[config.mk]
export PLATFORM = sky130hd
export DESIGN_NAME = bit_index_histogram_flat
export DESIGN_NICKNAME = d
export VERILOG_FILES = /design/src/rtl/bit_loc_pkg.sv /design/src/rtl/bit_index_histogram_if.sv /design/src/rtl/bit_index_histogram_sat_counter.sv /design/src/rtl/bit_index_histogram.sv /design/src/flat_wrapper.sv
export SDC_FILE = /design/constraint.sdc
export NUM_CORES = 1
export LEC_CHECK = 0
export BUFFER_PORTS_ARGS = -buffer_cell sky130_fd_sc_hd__clkbuf_2
export CORE_MARGIN = 1.5
export CORE_UTILIZATION = 65
export CTS_CLUSTER_DIAMETER = 150
export DETAILED_ROUTE_END_ITERATION = 6
export PLACE_DENSITY = 0.84
export SYNTH_ARGS = -nofsm -noshare
export SYNTH_HDL_FRONTEND = slang
export SYNTH_HIERARCHICAL = 1
export SYNTH_SLANG_ARGS = --single-unit
export TNS_END_PERCENT = 30
[constraint.sdc]
create_clock -name clk -period 4.3 [get_ports clk]
set_input_delay 0.645 -clock clk [delete_from_list [all_inputs] [get_ports clk]]
set_output_delay 0.645 -clock clk [all_outputs]
set_load 0.005 [all_outputs]
[src/rtl/bit_loc_pkg.sv]
// Constants and types shared between the bit-location stage and its histogram consumer.
package bit_loc_pkg;

  localparam int unsigned IDX_W     = 3;
  localparam int unsigned NUM_BINS  = 2 ** IDX_W;
  localparam int unsigned CNT_W_DEF = 8;

  typedef enum logic {
    ACCUM = 1'b0,
    DRAIN = 1'b1
  } hist_state_t;

endpackage

[src/rtl/bit_index_histogram_if.sv]
// Index stream from the bit-location stage plus the bin report stream to the sink.
interface bit_index_histogram_if #(
  parameter int unsigned CNT_W = bit_loc_pkg::CNT_W_DEF
);

  logic                          vld_src;
  logic [bit_loc_pkg::IDX_W-1:0] index_in;
  logic                          rdy_src;
  logic                          vld_sink;
  logic [bit_loc_pkg::IDX_W-1:0] bin_id;
  logic [CNT_W-1:0]              bin_cnt;
  logic                          bin_sat;
  logic                          last;
  logic                          rdy_sink;

  modport slave (
    input  vld_src, index_in, rdy_sink,
    output rdy_src, vld_sink, bin_id, bin_cnt, bin_sat, last
  );

  modport master (
    output vld_src, index_in, rdy_sink,
    input  rdy_src, vld_sink, bin_id, bin_cnt, bin_sat, last
  );

endinterface

[src/rtl/bit_index_histogram_sat_counter.sv]
// Single histogram bin: saturating up-counter with clear and a sticky saturation flag.
module sat_counter #(
  parameter int unsigned CNT_W = 8
) (
  input  logic             clk,
  input  logic             rst,
  input  logic             inc_i,
  input  logic             clr_i,
  output logic [CNT_W-1:0] cnt_o,
  output logic             sat_o
);

  logic [CNT_W-1:0] cnt_q, cnt_d;
  logic             sat_q, sat_d;

  always_comb begin
    cnt_d = cnt_q;
    sat_d = sat_q;
    if (clr_i) begin
      cnt_d = '0;
      sat_d = 1'b0;
    end else if (inc_i) begin
      // A dropped increment marks the bin as saturated for the rest of the frame.
      if (&cnt_q) sat_d = 1'b1;
      else        cnt_d = cnt_q + 1'b1;
    end
  end

  always_ff @(posedge clk) begin
    if (rst) begin
      cnt_q <= '0;
      sat_q <= 1'b0;
    end else begin
      cnt_q <= cnt_d;
      sat_q <= sat_d;
    end
  end

  assign cnt_o = cnt_q;
  assign sat_o = sat_q;

endmodule

[src/rtl/bit_index_histogram.sv]
// Per-frame histogram of bit indices; drains every bin to the sink after FRAME_LEN accepts.
module bit_index_histogram
  import bit_loc_pkg::*;
#(
  parameter int unsigned CNT_W     = CNT_W_DEF,
  parameter int unsigned FRAME_LEN = 16
) (
  input logic                   clk,
  input logic                   rst,
  bit_index_histogram_if.slave  bus
);

  localparam int unsigned       SMP_W   = $clog2(FRAME_LEN + 1);
  localparam logic [SMP_W-1:0]  LastSmp = SMP_W'(FRAME_LEN - 1);
  localparam logic [IDX_W-1:0]  LastBin = IDX_W'(NUM_BINS - 1);

  hist_state_t        state_q, state_d;
  logic [SMP_W-1:0]   smp_q, smp_d;
  logic [IDX_W-1:0]   ptr_q, ptr_d;
  logic [NUM_BINS-1:0] inc, clr, sat;
  logic [CNT_W-1:0]   cnt [NUM_BINS];
  logic               report, accept, handshake;

  assign report    = (state_q == DRAIN);
  assign accept    = bus.vld_src & bus.rdy_src;
  assign handshake = report & bus.rdy_sink;

  always_comb begin
    state_d = state_q;
    smp_d   = smp_q;
    ptr_d   = ptr_q;
    inc     = '0;
    clr     = '0;
    unique case (state_q)
      ACCUM: begin
        if (accept) begin
          inc[bus.index_in] = 1'b1;
          if (smp_q == LastSmp) begin
            smp_d   = '0;
            state_d = DRAIN;
          end else begin
            smp_d = smp_q + 1'b1;
          end
        end
      end
      DRAIN: begin
        if (handshake) begin
          clr[ptr_q] = 1'b1;
          // NUM_BINS is a power of two, so the pointer wraps to 0 on the last bin.
          ptr_d = ptr_q + 1'b1;
          if (ptr_q == LastBin) state_d = ACCUM;
        end
      end
    endcase
  end

  always_ff @(posedge clk) begin
    if (rst) begin
      state_q <= ACCUM;
      smp_q   <= '0;
      ptr_q   <= '0;
    end else begin
      state_q <= state_d;
      smp_q   <= smp_d;
      ptr_q   <= ptr_d;
    end
  end

  for (genvar g = 0; g < NUM_BINS; g++) begin : g_bin
    sat_counter #(
      .CNT_W (CNT_W)
    ) u_bin (
      .clk   (clk),
      .rst   (rst),
      .inc_i (inc[g]),
      .clr_i (clr[g]),
      .cnt_o (cnt[g]),
      .sat_o (sat[g])
    );
  end

  assign bus.rdy_src  = (state_q == ACCUM) & ~rst;
  assign bus.vld_sink = report;
  assign bus.bin_id   = report ? ptr_q : '0;
  assign bus.bin_cnt  = report ? cnt[ptr_q] : '0;
  assign bus.bin_sat  = report & sat[ptr_q];
  assign bus.last     = report & (ptr_q == LastBin);

endmodule

[src/flat_wrapper.sv]
// flat-port wrapper written by rule: the top's interface ports become plain ports
module bit_index_histogram_flat import bit_loc_pkg::*;
#(
  parameter int unsigned CNT_W     = CNT_W_DEF,
  parameter int unsigned FRAME_LEN = 16
)
  (clk, rst, bus_vld_src, bus_index_in, bus_rdy_sink, bus_rdy_src, bus_vld_sink, bus_bin_id, bus_bin_cnt, bus_bin_sat, bus_last);
  bit_index_histogram_if #(.CNT_W(CNT_W)) bus_i ();
  input logic clk;
  input logic rst;
  input wire logic [$bits(bus_i.vld_src)-1:0] bus_vld_src;
  input wire logic [$bits(bus_i.index_in)-1:0] bus_index_in;
  input wire logic [$bits(bus_i.rdy_sink)-1:0] bus_rdy_sink;
  output wire logic [$bits(bus_i.rdy_src)-1:0] bus_rdy_src;
  output wire logic [$bits(bus_i.vld_sink)-1:0] bus_vld_sink;
  output wire logic [$bits(bus_i.bin_id)-1:0] bus_bin_id;
  output wire logic [$bits(bus_i.bin_cnt)-1:0] bus_bin_cnt;
  output wire logic [$bits(bus_i.bin_sat)-1:0] bus_bin_sat;
  output wire logic [$bits(bus_i.last)-1:0] bus_last;
  assign bus_i.vld_src = bus_vld_src;
  assign bus_i.index_in = bus_index_in;
  assign bus_i.rdy_sink = bus_rdy_sink;
  assign bus_rdy_src = bus_i.rdy_src;
  assign bus_vld_sink = bus_i.vld_sink;
  assign bus_bin_id = bus_i.bin_id;
  assign bus_bin_cnt = bus_i.bin_cnt;
  assign bus_bin_sat = bus_i.bin_sat;
  assign bus_last = bus_i.last;
  bit_index_histogram #(.CNT_W(CNT_W), .FRAME_LEN(FRAME_LEN)) u_core (.clk(clk), .rst(rst), .bus(bus_i));
endmodule
==> flow_metrics.py <==
metrics = {
    "sta": {
        "min_period_over_period": 0.682,
        "tns_ps": 0,
        "rsz0062_at_grt": "no",
        "drv_slew": 0,
        "setup_viol": 0,
        "timing.hold.ws_ps": 486,
        "slew-limit-headroom": 0.511,
        "clock.fmax_mhz": 341,
        "worstMarginPinSlew_ps": 732,
        "finClkSkew_ps": 11.1,
        "final_hold_viol_count": 0,
        "fin_crit_ps": 2930,
    },
    "clock_network": {
        "h-tree-depth": 3,
        "cts_setup_buffers": 0,
        "cts_tree": "yes",
        "clk_path_buf_depth": 2,
        "ctsRootBufferMaster": "clkbuf_8",
        "clock_latency_ps": 370,
        "path_clk_slew_ps": 90,
        "cts-hold-fix-buffers": 0,
        "cts.sinks": 81,
        "cts_resized": 0,
        "cts-buffers-inserted": 9,
    },
    "setup_path": {
        "crit_path_end_kind": "output pin",
        "crit_family": "buffers and inverters",
        "path_cells": "buf_4 > mux2i_1 > o22ai_1 > o21a_1 > clkbuf_2",
        "cp_data_required_time_ps": 3650,
        "startpoint_type": "flip-flop",
        "worst_path_max_delay_cell": "dfxtp_2",
        "cp.arrival_ps": 2290,
        "worst-path-max-fanout": 28,
        "cpPeakStageDelay_ps": 590,
        "r2r_setup_slack_ps": 1640,
        "crit_type": "reg2out",
        "path_buf_inv": 2,
    },
    "detailed_routing": {
        "antenna_left": 0,
        "route.detailed.drc": 0,
        "avgViaCountPerCell": 6.59,
        "drt-total-wl_um": 11900,
        "wl_per_cell_um": 17.4,
        "initialDrtViolationCount": 377,
        "via_count": 4531,
        "dr.pass1.iters": 6,
    },
    "yosys": {
        "synthDistinctLibCells": 43,
        "synth_seq_area_share": 0.329,
        "syn_area_per_cell_um2": 8.66,
        "ys_async_sr_fraction": 0,
        "syn-num-nets": 588,
        "netlist_instances": 570,
        "synth.ff_latch_count": 81,
        "synth_warnings": 6,
        "synthFlopType": "dfxtp_1",
        "synth-edff-count": 0,
        "syn_area_mm2": 0.00493,
    },
    "global_routing": {
        "overflow": 0,
        "grt_pass1_vias": 4171,
        "antenna_found_initial": 0,
        "grt_pass1_wl_um": 19900,
        "grt_start_max_net_pins": 41,
        "grt_usage": 0.300,
    },
    "finish": {
        "antenna_cells": 0,
        "layout_common_cells": "dfxtp_1 (80), mux2i_1 (68), nand2_1 (65)",
        "fillCellCount": 594,
        "multiInputGateArea_mm2": 0.00309,
        "syn_to_final_growth_pct": 6.16,
        "drive_above_1_share": 0.112,
        "nNetsFinal": 602,
        "seqCellArea_mm2": 0.00162,
        "layout_commonest_cell": "dfxtp_1",
    },
    "job": {
        "maxCapViolCount": 0,
    },
    "floorplanning": {
        "io_pins": 22,
        "die_x_um": 90.1,
        "die_h_um": 90.1,
        "rows": 31,
        "die_area_mm2": 0.00812,
        "core_area_mm2": 0.00729,
        "start_util": 0.677,
    },
    "power_and_ir_drop": {
        "max-vdd-ir-drop_v": 0.000229,
        "power_density_mw_per_mm2": 285,
        "p_leak_uw": 0.00174,
    },
    "placement": {
        "place.gp.congestion": 0.917,
        "hpwl_um": 8520,
        "port_buffers": 21,
    },
    "status": {
        "outcome": "completed",
    },
    "worst_hold_path": {
        "hp-class": "reg2reg",
    },
}
[area by class of cell]
class,count,area share
inverter,9,0.00645
clock inverter,5,0.0196
timing repair buffer,23,0.0229
clock buffer,11,0.0270
tap,99,0.0236
multi-input combinational,460,0.591
sequential,81,0.310
[registers in the layout (all words and copies together), names as in the netlist]
name                      flops
u_core/ptr_q                  3
u_core/bus.vld_sink           1
u_core/g_bin.u_bin/sat_o      8
u_core/g_bin.u_bin/cnt_o     64
u_core/smp_q                  5
[synth_stat cells, drive strengths merged, types with 7 or more instances]
| master | count | share of area |
|---|---|---|
| inv | 9 | 0.0068 |
| and4 | 16 | 0.028 |
| a211oi | 8 | 0.012 |
| mux2i | 68 | 0.14 |
| o22ai | 18 | 0.023 |
| or3 | 25 | 0.032 |
| ha | 11 | 0.028 |
| nor3 | 12 | 0.012 |
| and3 | 16 | 0.020 |
| nor2 | 31 | 0.024 |
| dfxtp | 81 | 0.33 |
| a311oi | 9 | 0.016 |
| buf | 18 | 0.036 |
| a21boi | 16 | 0.030 |
| nand2b | 7 | 0.0089 |
| or4 | 8 | 0.012 |
| o21a | 9 | 0.014 |
| or2 | 10 | 0.013 |
| a2111o | 8 | 0.018 |
| nand2 | 66 | 0.051 |
| a31oi | 9 | 0.011 |
| a21oi | 44 | 0.045 |
| nand3 | 21 | 0.029 |
| o21ai | 17 | 0.017 |
| nand4 | 16 | 0.020 |
[cell families after synthesis]
| logic type | after synthesis | synth area share |
|---|---|---|
| muxes | 68 | 0.138 |
| DFF | 81 | 0.329 |
| xor gates and xnor gates | 3 | 0.00533 |
| buffers and inverters | 29 | 0.0444 |
| and+or+nand+nor | 239 | 0.267 |
| adders and majority gates | 11 | 0.0279 |
| AOI/OAI and AO/OA | 139 | 0.188 |
[metal layers]
metal | global-route usage | wire length [um]
met5 | 0 | 0
met4 | 0.104 | 211
met3 | 0.0584 | 735
met2 | 0.490 | 5670
met1 | 0.395 | 5330
[worst reg2reg max path, stage by stage (launching register included)]
cell and delay, ps:
dfxtp_1 550, nand2b_1 310, or3_1 410, nor2_1 490, nand3_1 210, or4_1 410, and3_1 170
[path summary, 6_finish.rpt]
path                                           from                              to  depth (start not counted)
worst max-delay path                u_core/ptr_q[0]                     bus_bin_sat                          5
worst min register to register      u_core/smp_q[4]                 u_core/smp_q[4]                          2
worst max register to register  u_core/bus.vld_sink  u_core/g_bin[4].u_bin/cnt_o[6]                          6
worst min-delay path                u_core/smp_q[4]                 u_core/smp_q[4]                          2
[metrics by stage]
stage	worst slack (ps)	instance area, um^2	util	instances	total power, uW
after floorplan	2030	4930	-	570	810
after global placement	1750	4990	0.685	672	828
after detailed placement	1670	4990	0.685	672	830
after CTS	1380	5240	0.718	688	1500
after global routing	1250	5240	0.718	688	1540
final	1370	5240	0.718	688	1500
[power breakdown]
group	internal [uW]	switching, uW
Combinational	20.3	35.3
Clock	401	281
Sequential	753	5.12
Total	1170	321
Power figures use the tool's default switching activity.
